--- config.mk ---
export PLATFORM = sky130hd
export DESIGN_NAME = stall_flush_controller_flat
export DESIGN_NICKNAME = d
export VERILOG_FILES = /design/src/rtl/stall_flush_controller_pkg.sv /design/src/rtl/stall_flush_controller_if.sv /design/src/rtl/stall_flush_controller_hazard_scoreboard.sv /design/src/rtl/stall_flush_controller.sv /design/src/flat_wrapper.sv
export SDC_FILE = /design/constraint.sdc
export NUM_CORES = 1
export LEC_CHECK = 0
export CORE_ASPECT_RATIO = 0.9
export CORE_MARGIN = 2
export CORE_UTILIZATION = 39
export DETAILED_ROUTE_END_ITERATION = 10
export HOLD_SLACK_MARGIN = 0.06
export PLACE_DENSITY_LB_ADDON = 0.1
export SYNTH_ARGS = -nofsm -noshare
export SYNTH_HDL_FRONTEND = slang
export SYNTH_SLANG_ARGS = --single-unit
--- constraint.sdc ---
create_clock -name clk -period 2.3 [get_ports clk]
set_input_delay 0.46 -clock clk [delete_from_list [all_inputs] [get_ports clk]]
set_output_delay 0.46 -clock clk [all_outputs]
set_load 0.05 [all_outputs]
--- src/rtl/stall_flush_controller_pkg.sv ---
// ============================================================================
// Module   : nand_cpu (package)
// Brief    : Shared types for the pipeline stall/flush controller: controller
//            FSM states, the shadow destination tag and a tag helper.
// Revision : 1.0 - initial release
// ============================================================================
`default_nettype none

`ifndef PC_SIZE
`define PC_SIZE 16
`endif

package nand_cpu;

  // Destination field wide enough for any register file up to 256 entries;
  // narrower register tags are zero-extended into it.
  localparam int TAG_DST_W = 8;

  typedef enum logic [1:0] {
    ST_RUN     = 2'd0,
    ST_STALL   = 2'd1,
    ST_TIMEOUT = 2'd2
  } sfc_state_t;

  typedef struct packed {
    logic                 valid;
    logic [TAG_DST_W-1:0] dst;
  } reg_tag_t;

  function automatic reg_tag_t make_tag(input logic valid, input logic [TAG_DST_W-1:0] dst);
    reg_tag_t t;
    t.valid = valid;
    t.dst   = dst;
    return t;
  endfunction

endpackage

`default_nettype wire

--- src/rtl/stall_flush_controller_if.sv ---
// ============================================================================
// Module   : stall_flush_controller_if
// Brief    : Bundle of branch feedback, predictor redirect, decode operands,
//            busy input and the per-register hold/bubble controls.
// Revision : 1.0 - initial release
// ============================================================================
`default_nettype none

`ifndef PC_SIZE
`define PC_SIZE 16
`endif

interface stall_flush_controller_if #(
  parameter int NUM_STAGES = 4,
  parameter int RW         = 4
);
  // Branch feedback from the resolve stage
  logic                  fb_valid;
  logic                  fb_predict_taken;
  logic                  fb_feedback_taken;
  logic [`PC_SIZE-1:0]   fb_predict_target;
  logic [`PC_SIZE-1:0]   fb_feedback_target;
  logic [`PC_SIZE-1:0]   fb_pc;
  // Branch predictor redirect
  logic                  bp_pc_override;
  logic [`PC_SIZE-1:0]   bp_target;
  // Decode-stage operands
  logic                  dec_valid;
  logic                  dec_writes;
  logic [RW-1:0]         dec_dst;
  logic [RW-1:0]         dec_src_a;
  logic [RW-1:0]         dec_src_b;
  // Long-latency unit at the last register
  logic                  busy;
  // Controls back to the pipeline and fetch
  logic [NUM_STAGES-1:0] retain;
  logic [NUM_STAGES-1:0] clear;
  logic                  fetch_stall;
  logic                  pc_override;
  logic [`PC_SIZE-1:0]   target;
  logic                  stall_timeout;

  modport master (
    output fb_valid, fb_predict_taken, fb_feedback_taken,
    output fb_predict_target, fb_feedback_target, fb_pc,
    output bp_pc_override, bp_target,
    output dec_valid, dec_writes, dec_dst, dec_src_a, dec_src_b,
    output busy,
    input  retain, clear, fetch_stall, pc_override, target, stall_timeout
  );

  modport slave (
    input  fb_valid, fb_predict_taken, fb_feedback_taken,
    input  fb_predict_target, fb_feedback_target, fb_pc,
    input  bp_pc_override, bp_target,
    input  dec_valid, dec_writes, dec_dst, dec_src_a, dec_src_b,
    input  busy,
    output retain, clear, fetch_stall, pc_override, target, stall_timeout
  );

endinterface

`default_nettype wire

--- src/rtl/stall_flush_controller_hazard_scoreboard.sv ---
// ============================================================================
// Module   : hazard_scoreboard
// Brief    : Shadow destination tags that travel alongside pipeline
//            registers 1..NUM_STAGES-1, plus the decode RAW comparison.
// Revision : 1.0 - initial release
// ============================================================================
`default_nettype none

module hazard_scoreboard
  import nand_cpu::*;
#(
  parameter int NUM_STAGES = 4,
  parameter int RW         = 4
) (
  input  wire logic                  clk,
  input  wire logic                  rst_n,
  input  wire logic [NUM_STAGES-1:1] retain,
  input  wire logic [NUM_STAGES-1:1] clear,
  input  wire logic                  dec_valid,
  input  wire logic                  dec_writes,
  input  wire logic [RW-1:0]         dec_dst,
  input  wire logic [RW-1:0]         dec_src_a,
  input  wire logic [RW-1:0]         dec_src_b,
  output logic                       raw_hazard
);

  reg_tag_t [NUM_STAGES-1:1] r_tag;
  reg_tag_t [NUM_STAGES-1:1] w_src;
  logic     [NUM_STAGES-1:1] w_hit;

  // Register 1 captures the instruction currently in decode; every later
  // register inherits its predecessor's tag. Register 0 of the file is an
  // ordinary register, so no index is exempt from matching.
  for (genvar k = 1; k < NUM_STAGES; k++) begin : g_stage
    if (k == 1) begin : g_first
      assign w_src[k] = make_tag(dec_valid & dec_writes, TAG_DST_W'(dec_dst));
    end else begin : g_chain
      assign w_src[k] = r_tag[k-1];
    end
    assign w_hit[k] = r_tag[k].valid &
                      ((r_tag[k].dst == TAG_DST_W'(dec_src_a)) |
                       (r_tag[k].dst == TAG_DST_W'(dec_src_b)));
  end

  // Shadow tags hold, drop to a bubble, or advance with their register.
  always_ff @(posedge clk or negedge rst_n) begin
    if (!rst_n) begin
      r_tag <= '0;
    end else begin
      for (int k = 1; k < NUM_STAGES; k++) begin
        if (retain[k]) begin
          r_tag[k] <= r_tag[k];
        end else if (clear[k]) begin
          r_tag[k] <= '0;
        end else begin
          r_tag[k] <= w_src[k];
        end
      end
    end
  end

  assign raw_hazard = dec_valid & (|w_hit);

endmodule

`default_nettype wire

--- src/rtl/stall_flush_controller.sv ---
// ============================================================================
// Module   : stall_flush_controller
// Brief    : Pipeline hold/flush control: busy and RAW stalls, branch
//            mispredict flush and redirect, and a sticky stall watchdog.
// Revision : 1.0 - initial release
// ============================================================================
`default_nettype none

`ifndef PC_SIZE
`define PC_SIZE 16
`endif

module stall_flush_controller
  import nand_cpu::*;
#(
  parameter int NUM_STAGES    = 4,
  parameter int RESOLVE_STAGE = 2,
  parameter int NUM_REGS      = 16,
  parameter int MAX_STALL     = 15
) (
  input  wire logic             clk,
  input  wire logic             rst_n,
  stall_flush_controller_if.slave bus
);

  localparam int RW = $clog2(NUM_REGS);
  localparam int CW = $clog2(MAX_STALL + 1);
  // Registers ahead of the resolve point hold wrong-path work on a mispredict.
  localparam logic [NUM_STAGES-1:0] RESOLVE_MASK = NUM_STAGES'((1 << RESOLVE_STAGE) - 1);
  localparam logic [CW-1:0]         STALL_LIMIT  = CW'(MAX_STALL);

  sfc_state_t            r_state;
  sfc_state_t            w_state_next;
  logic [CW-1:0]         r_cnt;
  logic [CW-1:0]         w_cnt_next;

  logic                  w_raw;
  logic                  w_mismatch;
  logic [NUM_STAGES-1:0] w_retain;
  logic [NUM_STAGES-1:0] w_clear;
  logic                  w_fetch_stall;
  logic                  w_pc_override;
  logic [`PC_SIZE-1:0]   w_target;

  hazard_scoreboard #(
    .NUM_STAGES (NUM_STAGES),
    .RW         (RW)
  ) u_scoreboard (
    .clk        (clk),
    .rst_n      (rst_n),
    .retain     (w_retain[NUM_STAGES-1:1]),
    .clear      (w_clear[NUM_STAGES-1:1]),
    .dec_valid  (bus.dec_valid),
    .dec_writes (bus.dec_writes),
    .dec_dst    (bus.dec_dst),
    .dec_src_a  (bus.dec_src_a),
    .dec_src_b  (bus.dec_src_b),
    .raw_hazard (w_raw)
  );

  // Wrong direction, or taken to the wrong place.
  assign w_mismatch = bus.fb_valid &
                      ((bus.fb_predict_taken != bus.fb_feedback_taken) |
                       (bus.fb_feedback_taken &
                        (bus.fb_predict_target != bus.fb_feedback_target)));

  // Pipeline controls. Busy freezes everything including the resolve
  // register, so its feedback is only acted on once busy drops; a
  // mispredict outranks a RAW stall because the stalled decode is flushed.
  always_comb begin
    w_retain      = '0;
    w_clear       = '0;
    w_fetch_stall = 1'b0;
    w_pc_override = 1'b0;
    w_target      = bus.bp_target;
    if (r_state == ST_TIMEOUT) begin
      w_retain      = '1;
      w_fetch_stall = 1'b1;
    end else if (bus.busy) begin
      w_retain      = '1;
      w_fetch_stall = 1'b1;
    end else if (w_mismatch) begin
      w_clear       = RESOLVE_MASK;
      w_pc_override = 1'b1;
      w_target      = bus.fb_feedback_taken ? bus.fb_feedback_target
                                            : bus.fb_pc + `PC_SIZE'(1);
    end else if (w_raw) begin
      w_retain[0]   = 1'b1;
      w_clear[1]    = 1'b1;
      w_fetch_stall = 1'b1;
    end else begin
      w_pc_override = bus.bp_pc_override;
    end
  end

  // Consecutive stalled-cycle count, saturating at the watchdog limit.
  always_comb begin
    w_cnt_next = '0;
    if (w_fetch_stall) begin
      w_cnt_next = (r_cnt >= STALL_LIMIT) ? r_cnt : r_cnt + CW'(1);
    end
  end

  // Watchdog FSM next state; TIMEOUT is left only through reset.
  always_comb begin
    w_state_next = r_state;
    case (r_state)
      ST_RUN, ST_STALL: begin
        if (w_fetch_stall) begin
          w_state_next = (w_cnt_next >= STALL_LIMIT) ? ST_TIMEOUT : ST_STALL;
        end else begin
          w_state_next = ST_RUN;
        end
      end
      ST_TIMEOUT: w_state_next = ST_TIMEOUT;
      default:    w_state_next = ST_RUN;
    endcase
  end

  // State and stall counter registers.
  always_ff @(posedge clk or negedge rst_n) begin
    if (!rst_n) begin
      r_state <= ST_RUN;
      r_cnt   <= '0;
    end else begin
      r_state <= w_state_next;
      r_cnt   <= w_cnt_next;
    end
  end

  assign bus.retain        = w_retain;
  assign bus.clear         = w_clear;
  assign bus.fetch_stall   = w_fetch_stall;
  assign bus.pc_override   = w_pc_override;
  assign bus.target        = w_target;
  assign bus.stall_timeout = (r_state == ST_TIMEOUT);

endmodule

`default_nettype wire

--- src/flat_wrapper.sv ---
// flat-port wrapper written by rule: the top's interface ports become plain ports
module stall_flush_controller_flat import nand_cpu::*;
#(
  parameter int NUM_STAGES    = 4,
  parameter int RESOLVE_STAGE = 2,
  parameter int NUM_REGS      = 16,
  parameter int MAX_STALL     = 15
)
  (clk, rst_n, bus_fb_valid, bus_fb_predict_taken, bus_fb_feedback_taken, bus_fb_predict_target, bus_fb_feedback_target, bus_fb_pc, bus_bp_pc_override, bus_bp_target, bus_dec_valid, bus_dec_writes, bus_dec_dst, bus_dec_src_a, bus_dec_src_b, bus_busy, bus_retain, bus_clear, bus_fetch_stall, bus_pc_override, bus_target, bus_stall_timeout);
  stall_flush_controller_if #(.NUM_STAGES(NUM_STAGES), .RW((4))) bus_i ();
  input  wire logic clk;
  input  wire logic rst_n;
  input wire logic [$bits(bus_i.fb_valid)-1:0] bus_fb_valid;
  input wire logic [$bits(bus_i.fb_predict_taken)-1:0] bus_fb_predict_taken;
  input wire logic [$bits(bus_i.fb_feedback_taken)-1:0] bus_fb_feedback_taken;
  input wire logic [$bits(bus_i.fb_predict_target)-1:0] bus_fb_predict_target;
  input wire logic [$bits(bus_i.fb_feedback_target)-1:0] bus_fb_feedback_target;
  input wire logic [$bits(bus_i.fb_pc)-1:0] bus_fb_pc;
  input wire logic [$bits(bus_i.bp_pc_override)-1:0] bus_bp_pc_override;
  input wire logic [$bits(bus_i.bp_target)-1:0] bus_bp_target;
  input wire logic [$bits(bus_i.dec_valid)-1:0] bus_dec_valid;
  input wire logic [$bits(bus_i.dec_writes)-1:0] bus_dec_writes;
  input wire logic [$bits(bus_i.dec_dst)-1:0] bus_dec_dst;
  input wire logic [$bits(bus_i.dec_src_a)-1:0] bus_dec_src_a;
  input wire logic [$bits(bus_i.dec_src_b)-1:0] bus_dec_src_b;
  input wire logic [$bits(bus_i.busy)-1:0] bus_busy;
  output wire logic [$bits(bus_i.retain)-1:0] bus_retain;
  output wire logic [$bits(bus_i.clear)-1:0] bus_clear;
  output wire logic [$bits(bus_i.fetch_stall)-1:0] bus_fetch_stall;
  output wire logic [$bits(bus_i.pc_override)-1:0] bus_pc_override;
  output wire logic [$bits(bus_i.target)-1:0] bus_target;
  output wire logic [$bits(bus_i.stall_timeout)-1:0] bus_stall_timeout;
  assign bus_i.fb_valid = bus_fb_valid;
  assign bus_i.fb_predict_taken = bus_fb_predict_taken;
  assign bus_i.fb_feedback_taken = bus_fb_feedback_taken;
  assign bus_i.fb_predict_target = bus_fb_predict_target;
  assign bus_i.fb_feedback_target = bus_fb_feedback_target;
  assign bus_i.fb_pc = bus_fb_pc;
  assign bus_i.bp_pc_override = bus_bp_pc_override;
  assign bus_i.bp_target = bus_bp_target;
  assign bus_i.dec_valid = bus_dec_valid;
  assign bus_i.dec_writes = bus_dec_writes;
  assign bus_i.dec_dst = bus_dec_dst;
  assign bus_i.dec_src_a = bus_dec_src_a;
  assign bus_i.dec_src_b = bus_dec_src_b;
  assign bus_i.busy = bus_busy;
  assign bus_retain = bus_i.retain;
  assign bus_clear = bus_i.clear;
  assign bus_fetch_stall = bus_i.fetch_stall;
  assign bus_pc_override = bus_i.pc_override;
  assign bus_target = bus_i.target;
  assign bus_stall_timeout = bus_i.stall_timeout;
  stall_flush_controller #(.NUM_STAGES(NUM_STAGES), .RESOLVE_STAGE(RESOLVE_STAGE), .NUM_REGS(NUM_REGS), .MAX_STALL(MAX_STALL)) u_core (.clk(clk), .rst_n(rst_n), .bus(bus_i));
endmodule
* Yosys cells after proc, flatten, opt, wreduce, memory -nomap -nowiden *
Index checks and enable logic that the tools add are counted.
W data, S select, Z words.

storage, ports and cells
  RAM bits = 0
  memories = 0
  output and inout bits = 27
  memory bits (read-only) = 0
  bits of input ports = 85
  bits in latches = 0
  register bits after elaboration = 33

cells by class
  $lt $le $gt $ge = 2
  divide/modulo/power cells = 0
  bitwise gates (word level) = 11
  add/subtract/negate cells = 2
  multipliers = 0
  muxes and demuxes = 26
  shift operators = 0
  reductions and logical operators = 3
  eq/ne operators = 10

operator list
  cell                     count
  $mux W16                 4
  $eq A8 B4 Y1             6
  $mux W9                  3
  $add A16 B1 Y16 const B  1
  $ne A16 B16 Y1           1
  $mux W4                  3
  $mux W1                  10
  $ge A4 B4 Y1 const B     2
  $mux W2                  4
  $and A1 B1 Y1            7
  $add A4 B1 Y4 const B    1
  $or A1 B1 Y1             4
  $pmux W2 S2              1
  $mux W3                  1
  $reduce_or A3 Y1         1
  $eq A2 B1 Y1 const B     1
  $eq A2 B2 Y1 const B     1
  $logic_not A2 Y1         1
  $reduce_or A2 Y1         1
  $ne A1 B1 Y1             1

* Depth between registers and ports, before layout *
  depth after elaboration = 14
  mapped depth = 10
  gate-level depth less buffers = 8

* Hierarchy *
Synthesis repeated with hierarchy kept, for this count alone.

unflattened totals
  cells, all modules = 255
  area total of the unflattened synthesis = 2133.3 µm²

by module, submodules not included
  module                  cells an instance  instances  seq. area each (µm²)  area each (µm²)
  stall_flush_controller  158                1          150.1                 1248.7
  hazard_scoreboard       97                 1          375.4                 884.6

* Worst setup path before layout *
No wires, ideal clock.

  kind = input port to output port
  start = input bus_fb_feedback_target[0]
  end = output bus_retain[0]
  slack = -0.631 ns
  stages = 8
  arrival time = 2.471 ns
  data required time = 1.840 ns
  path through = xor2_1 -> nor4_1 -> nand4_1 -> o21ai_2 -> inv_2 -> buf_6 -> nor2_1 -> buf_4

on the way
  cells in the longest elaborated chain, start to end = 7

RTL lines
  what                line                          source
  start: declaration  flat_wrapper.sv:17            input wire logic [$bits(bus_i.fb_feedback_target)-1:0] bus_fb_feedback_target;
  $ne A16 B16 Y1      stall_flush_controller.sv:65  (bus.fb_predict_target != bus.fb_feedback_target)));
  $and A1 B1 Y1       stall_flush_controller.sv:64  (bus.fb_feedback_taken &
  $or A1 B1 Y1        stall_flush_controller.sv:63  ((bus.fb_predict_taken != bus.fb_feedback_taken) |
  $and A1 B1 Y1       stall_flush_controller.sv:62  assign w_mismatch = bus.fb_valid &
  $mux W1             stall_flush_controller.sv:82  end else if (w_mismatch) begin
  $mux W1             stall_flush_controller.sv:79  end else if (bus.busy) begin
  $mux W4             stall_flush_controller.sv:76  if (r_state == ST_TIMEOUT) begin
  end: declaration    flat_wrapper.sv:27            output wire logic [$bits(bus_i.retain)-1:0] bus_retain;

Every way passes these cells.

* Final worst setup path *
  start = input bus_fb_feedback_target[0]
  end = output bus_target[9]

on the way
  cells in the longest elaborated chain, start to end = 7

RTL lines
  what              line                          source
  $ne A16 B16 Y1    stall_flush_controller.sv:65
  $and A1 B1 Y1     stall_flush_controller.sv:64
  $or A1 B1 Y1      stall_flush_controller.sv:63
  $and A1 B1 Y1     stall_flush_controller.sv:62
  $mux W16          stall_flush_controller.sv:82
  $mux W16          stall_flush_controller.sv:79
  $mux W16          stall_flush_controller.sv:76
  end: declaration  flat_wrapper.sv:31            output wire logic [$bits(bus_i.target)-1:0] bus_target;

Every way passes these cells.

==> run_summary.xml <==
<?xml version="1.0" encoding="UTF-8"?>
<metrics>
  <group name="run_status">
    <metric name="status" unit="">finished with violations</metric>
    <metric name="violations" unit="">setup timing</metric>
  </group>
  <group name="synthesis">
    <metric name="synth_largest_area_cell" unit="">dfrtp_1</metric>
    <metric name="synth_seq_area_share" unit="%">26.3</metric>
    <metric name="synth.cell_area" unit="sq um">1990</metric>
    <metric name="synth_simple_gate_area_share" unit="%">24.9</metric>
    <metric name="synth_top_family_by_area" unit="">simple AND/OR/NAND/NOR gates</metric>
    <metric name="syn_area_per_cell" unit="sq um">7.79</metric>
    <metric name="post_synth_inst_count" unit="">256</metric>
    <metric name="synth.ff_latch_count" unit="">21</metric>
    <metric name="postSynth.asyncResetShare" unit="%">100</metric>
    <metric name="yosys-mux-area-fraction" unit="%">3.76</metric>
    <metric name="postSynth.topFlopCell" unit="">dfrtp_1</metric>
    <metric name="synth_adder_area_share" unit="%">1.25</metric>
    <metric name="yosys-top-cells-area" unit="">dfrtp_1 (26%), xor2_1 (22%), nand2_1 (11%)</metric>
    <metric name="synth_top_cell_area_share" unit="%">26.3</metric>
    <metric name="synth-xor-area-share" unit="%">24.2</metric>
    <metric name="yosys_warnings" unit="">0</metric>
    <metric name="synth_compound_area_share" unit="%">14.1</metric>
    <metric name="synth_edf_count" unit="">0</metric>
    <metric name="ys_types" unit="">37</metric>
  </group>
  <group name="clock_network">
    <metric name="tritoncts_num_sinks" unit="">21</metric>
    <metric name="cts-hold-fix-buffers" unit="">0</metric>
    <metric name="tritoncts" unit="">built</metric>
    <metric name="cts-buffers-inserted" unit="">3</metric>
    <metric name="clk_pin_slew_worst_paths" unit="ns">0.07</metric>
    <metric name="cts_max_path_buffers" unit="">2</metric>
    <metric name="ctsRootBufferMaster" unit="">clkbuf_8</metric>
    <metric name="worstSkewPairLatency" unit="ns">0.26</metric>
    <metric name="clock_tree.htree_level_count" unit="">1</metric>
  </group>
  <group name="route">
    <metric name="route.detailed.vias_per_inst" unit="">5.21</metric>
    <metric name="drt_wl_total" unit="um">7810</metric>
    <metric name="ant_nets" unit="">0</metric>
    <metric name="detail_route.first_pass.iterations" unit="">4</metric>
    <metric name="wl_cell" unit="um">16.8</metric>
    <metric name="drt_iter0_markers" unit="">95</metric>
    <metric name="routed-via-count" unit="">2421</metric>
    <metric name="drt_drc_violations_left" unit="">0</metric>
  </group>
  <group name="grt">
    <metric name="grt_overflow_total" unit="">0</metric>
    <metric name="grt_first_pass_wirelength" unit="um">11800</metric>
    <metric name="globalRouteTotalUtil" unit="%">26.6</metric>
    <metric name="first_global_vias" unit="">2437</metric>
    <metric name="grt_antenna_before_repair" unit="">0</metric>
    <metric name="grt_max_degree" unit="">22</metric>
  </group>
  <group name="worst_hold_path">
    <metric name="worstHoldPathType" unit="">reg2reg</metric>
    <metric name="min_from" unit="">u_core.u_scoreboard.r_tag[26]</metric>
  </group>
  <group name="place">
    <metric name="placer_congestion_estimate" unit="">0.885</metric>
    <metric name="placed_area" unit="sq um">3630</metric>
    <metric name="place.port_buffers" unit="">109</metric>
    <metric name="place_worst_setup_slack" unit="ns">-0.715</metric>
    <metric name="dp.final_hpwl" unit="um">5450</metric>
  </group>
  <group name="power">
    <metric name="sw_frac_of_total" unit="%">35.8</metric>
    <metric name="clock_power_share" unit="%">17.7</metric>
    <metric name="peakVddDrop" unit="mV">0.280</metric>
    <metric name="seqPwrFrac" unit="%">33.1</metric>
    <metric name="power.total" unit="mW">1.38</metric>
    <metric name="net_switching_component_of_the_power" unit="mW">0.492</metric>
    <metric name="cellLeakagePower" unit="nW">1.86</metric>
    <metric name="share_comb_of_total_power" unit="%">49.2</metric>
    <metric name="power_per_cell_area" unit="nW/um^2">345</metric>
    <metric name="internal-power" unit="mW">0.884</metric>
  </group>
  <group name="finish">
    <metric name="num-nets-final" unit="">488</metric>
    <metric name="fill_cells" unit="">306</metric>
    <metric name="area_delta_synth_final" unit="%">100</metric>
    <metric name="final_layout_size_suffix_gt1_share" unit="%">40.5</metric>
    <metric name="finish.utilization" unit="%">81.5</metric>
    <metric name="antenna_cells_inserted" unit="">0</metric>
    <metric name="design_area" unit="sq um">3990</metric>
  </group>
  <group name="sta">
    <metric name="final-hold-violation-count" unit="">0</metric>
    <metric name="fmax" unit="MHz">393</metric>
    <metric name="layout_worst_path_cycle_share" unit="%">111</metric>
    <metric name="slew_viol_final" unit="">0</metric>
    <metric name="final.setup_skew" unit="ns">0.00119</metric>
    <metric name="setup-tns-final" unit="ns">-3.94</metric>
    <metric name="layout_setup_ws" unit="ns">-0.247</metric>
    <metric name="relative_slew_slack" unit="%">65.9</metric>
    <metric name="rsz0062_at_grt" unit="">yes</metric>
    <metric name="finalSetupViolCount" unit="">21</metric>
    <metric name="timing_worst_slew_pin_value" unit="ns">0.509</metric>
    <metric name="fin_crit" unit="ns">2.55</metric>
  </group>
  <group name="critical_path">
    <metric name="crit_fanout" unit="">6</metric>
    <metric name="r2r_setup_slack" unit="ns">0.27</metric>
    <metric name="criticalPathCategory" unit="">in2out</metric>
    <metric name="r2r_start" unit="">u_core.r_state[1]</metric>
    <metric name="crit_path_end_kind" unit="">output pin</metric>
    <metric name="worst-r2r-cell-count" unit="">11</metric>
    <metric name="critical_path.startpoint_type" unit="">input port</metric>
    <metric name="cp-startpoint" unit="">bus_fb_feedback_target[0]</metric>
    <metric name="critical_path_required" unit="ns">1.84</metric>
    <metric name="crit-reg2reg-capture" unit="">u_core.u_scoreboard.r_tag[3]</metric>
    <metric name="worstPathArrival" unit="ns">2.09</metric>
    <metric name="crit_path_end" unit="">bus_target[9]</metric>
  </group>
  <group name="floorplanning">
    <metric name="design.core.area" unit="sq um">4890</metric>
    <metric name="die_x" unit="um">79.4</metric>
    <metric name="ioPinCount" unit="">112</metric>
    <metric name="number_of_rows_created_at_floorplan" unit="">24</metric>
    <metric name="die_area" unit="sq um">5700</metric>
    <metric name="y_dimension_of_the_die" unit="um">71.8</metric>
    <metric name="initial_util" unit="%">40.7</metric>
  </group>
  <group name="run">
    <metric name="maxCapViolations" unit="">0</metric>
  </group>
</metrics>
how the worst min path moves through the flow:
stage	end	depth (start not counted)
after floorplan	u_core.r_cnt[0]	0
after global placement	u_core.u_scoreboard.r_tag[26]	2
after detailed placement	u_core.u_scoreboard.r_tag[26]	2
after CTS	u_core.u_scoreboard.r_tag[26]	2
after global routing	u_core.u_scoreboard.r_tag[26]	2
final	u_core.u_scoreboard.r_tag[26]	2
cell usage after synthesis, types with 2 or more instances:
cell type and n:
a21oi_1 7, a32o_1 4, and2_1 3, and3_1 2
and4_1 2, buf_2 3, buf_4 5, clkbuf_1 6
dfrtp_1 21, ha_1 2, inv_2 3, mux2_2 3
mux2i_1 3, nand2_1 57, nand2b_1 4, nand3_1 7
nand4_1 6, nor2_1 12, nor3_1 4, nor4_1 9
o21a_1 3, o21ai_0 22, xnor2_1 5, xor2_1 50
through the flow:
stage               hold WS, ns  instances
global placement          0.471        450
global route              0.522        465
floorplan                 0.164        257
CTS                       0.493        464
detailed placement        0.471        450
finish                    0.520        465
cell type report:
cell class                 count  area, sq um  area share, %
multi-input combinational    216         1750           43.9
timing repair buffer         155         1570           39.2
sequential                    21          526           13.2
tap                           65         81.3           2.04
clock buffer                   4         45.0           1.13
inverter                       4         22.5          0.564
registers in the layout, indices dropped and copies added, names as in the netlist:
name                       cells
u_core.r_cnt                   4
u_core.r_state                 2
u_core.u_scoreboard.r_tag     15
routing by layer:
metal	wire length [um]	vias up	global-route usage, %
li1	-	1151	-
met5	0	-	0
met2	4120	115	49.1
met4	183	0	5.36
met1	2980	1134	32.5
met3	530	21	4.66
critical path: stages:
cell and delay [ns]:
buf_8 0.10, xor2_2 0.16, nor4_1 0.29, nand4_1 0.19
o21ai_4 0.20, buf_6 0.16, inv_8 0.05, mux2_4 0.32
buf_12 0.15
cell usage in the layout, fill, tap and decap left out, types with 3 or more instances in the layout:
cell             instances
xor2_1                  41
clkdlybuf4s50_1         34
buf_12                  21
dlygate4sd2_1           21
buf_4                   41
o21a_1                   3
buf_8                    3
clkbuf_8                 3
nor3_1                   3
buf_6                    8
nor4_2                   5
clkdlybuf4s15_1          3
a21oi_1                  7
clkbuf_2                16
nand2_1                 44
dfrtp_1                 21
nand2_2                  7
nor2_1                   8
nand3_1                  5
xor2_2                   9
mux2i_1                  3
nand4_1                  6
a32o_1                   4
xnor2_1                  4
o21ai_1                  5
o21ai_4                 12
mux2_4                   4
buf_2                    6
nand2b_1                 4
nor4_1                   3
o21ai_0                  5
nand2_4                  6
logic make-up after synthesis:
family	after synthesis
adders and majority gates	2
muxes	7
DFF	21
xor gates and xnor gates	55
buffers and inverters	20
AOI/OAI and AO/OA	43
and+or+nand+nor	107
other	1
power by group through the flow:
stage          Clock (mW)  Combinational (mW)  Sequential, mW
4_1_cts             0.242               0.647           0.456
6_report            0.244               0.677           0.456
3_5_place_dp            0               0.656           0.463
5_1_grt             0.254               0.742           0.462
2_1_floorplan           0               0.336           0.450
3_3_place_gp            0               0.641           0.457
timing repair:
action / in CTS / in global routing
buffers inserted: 9 / 2
endpoints found under the hold margin: 0 / 0
endpoints found under the setup margin: 24 / 21
gates resized for setup: 126 / 72
cloned: 1 / 1
pin swaps: 37 / 32
Note: power is estimated with default switching activity, not from simulation.
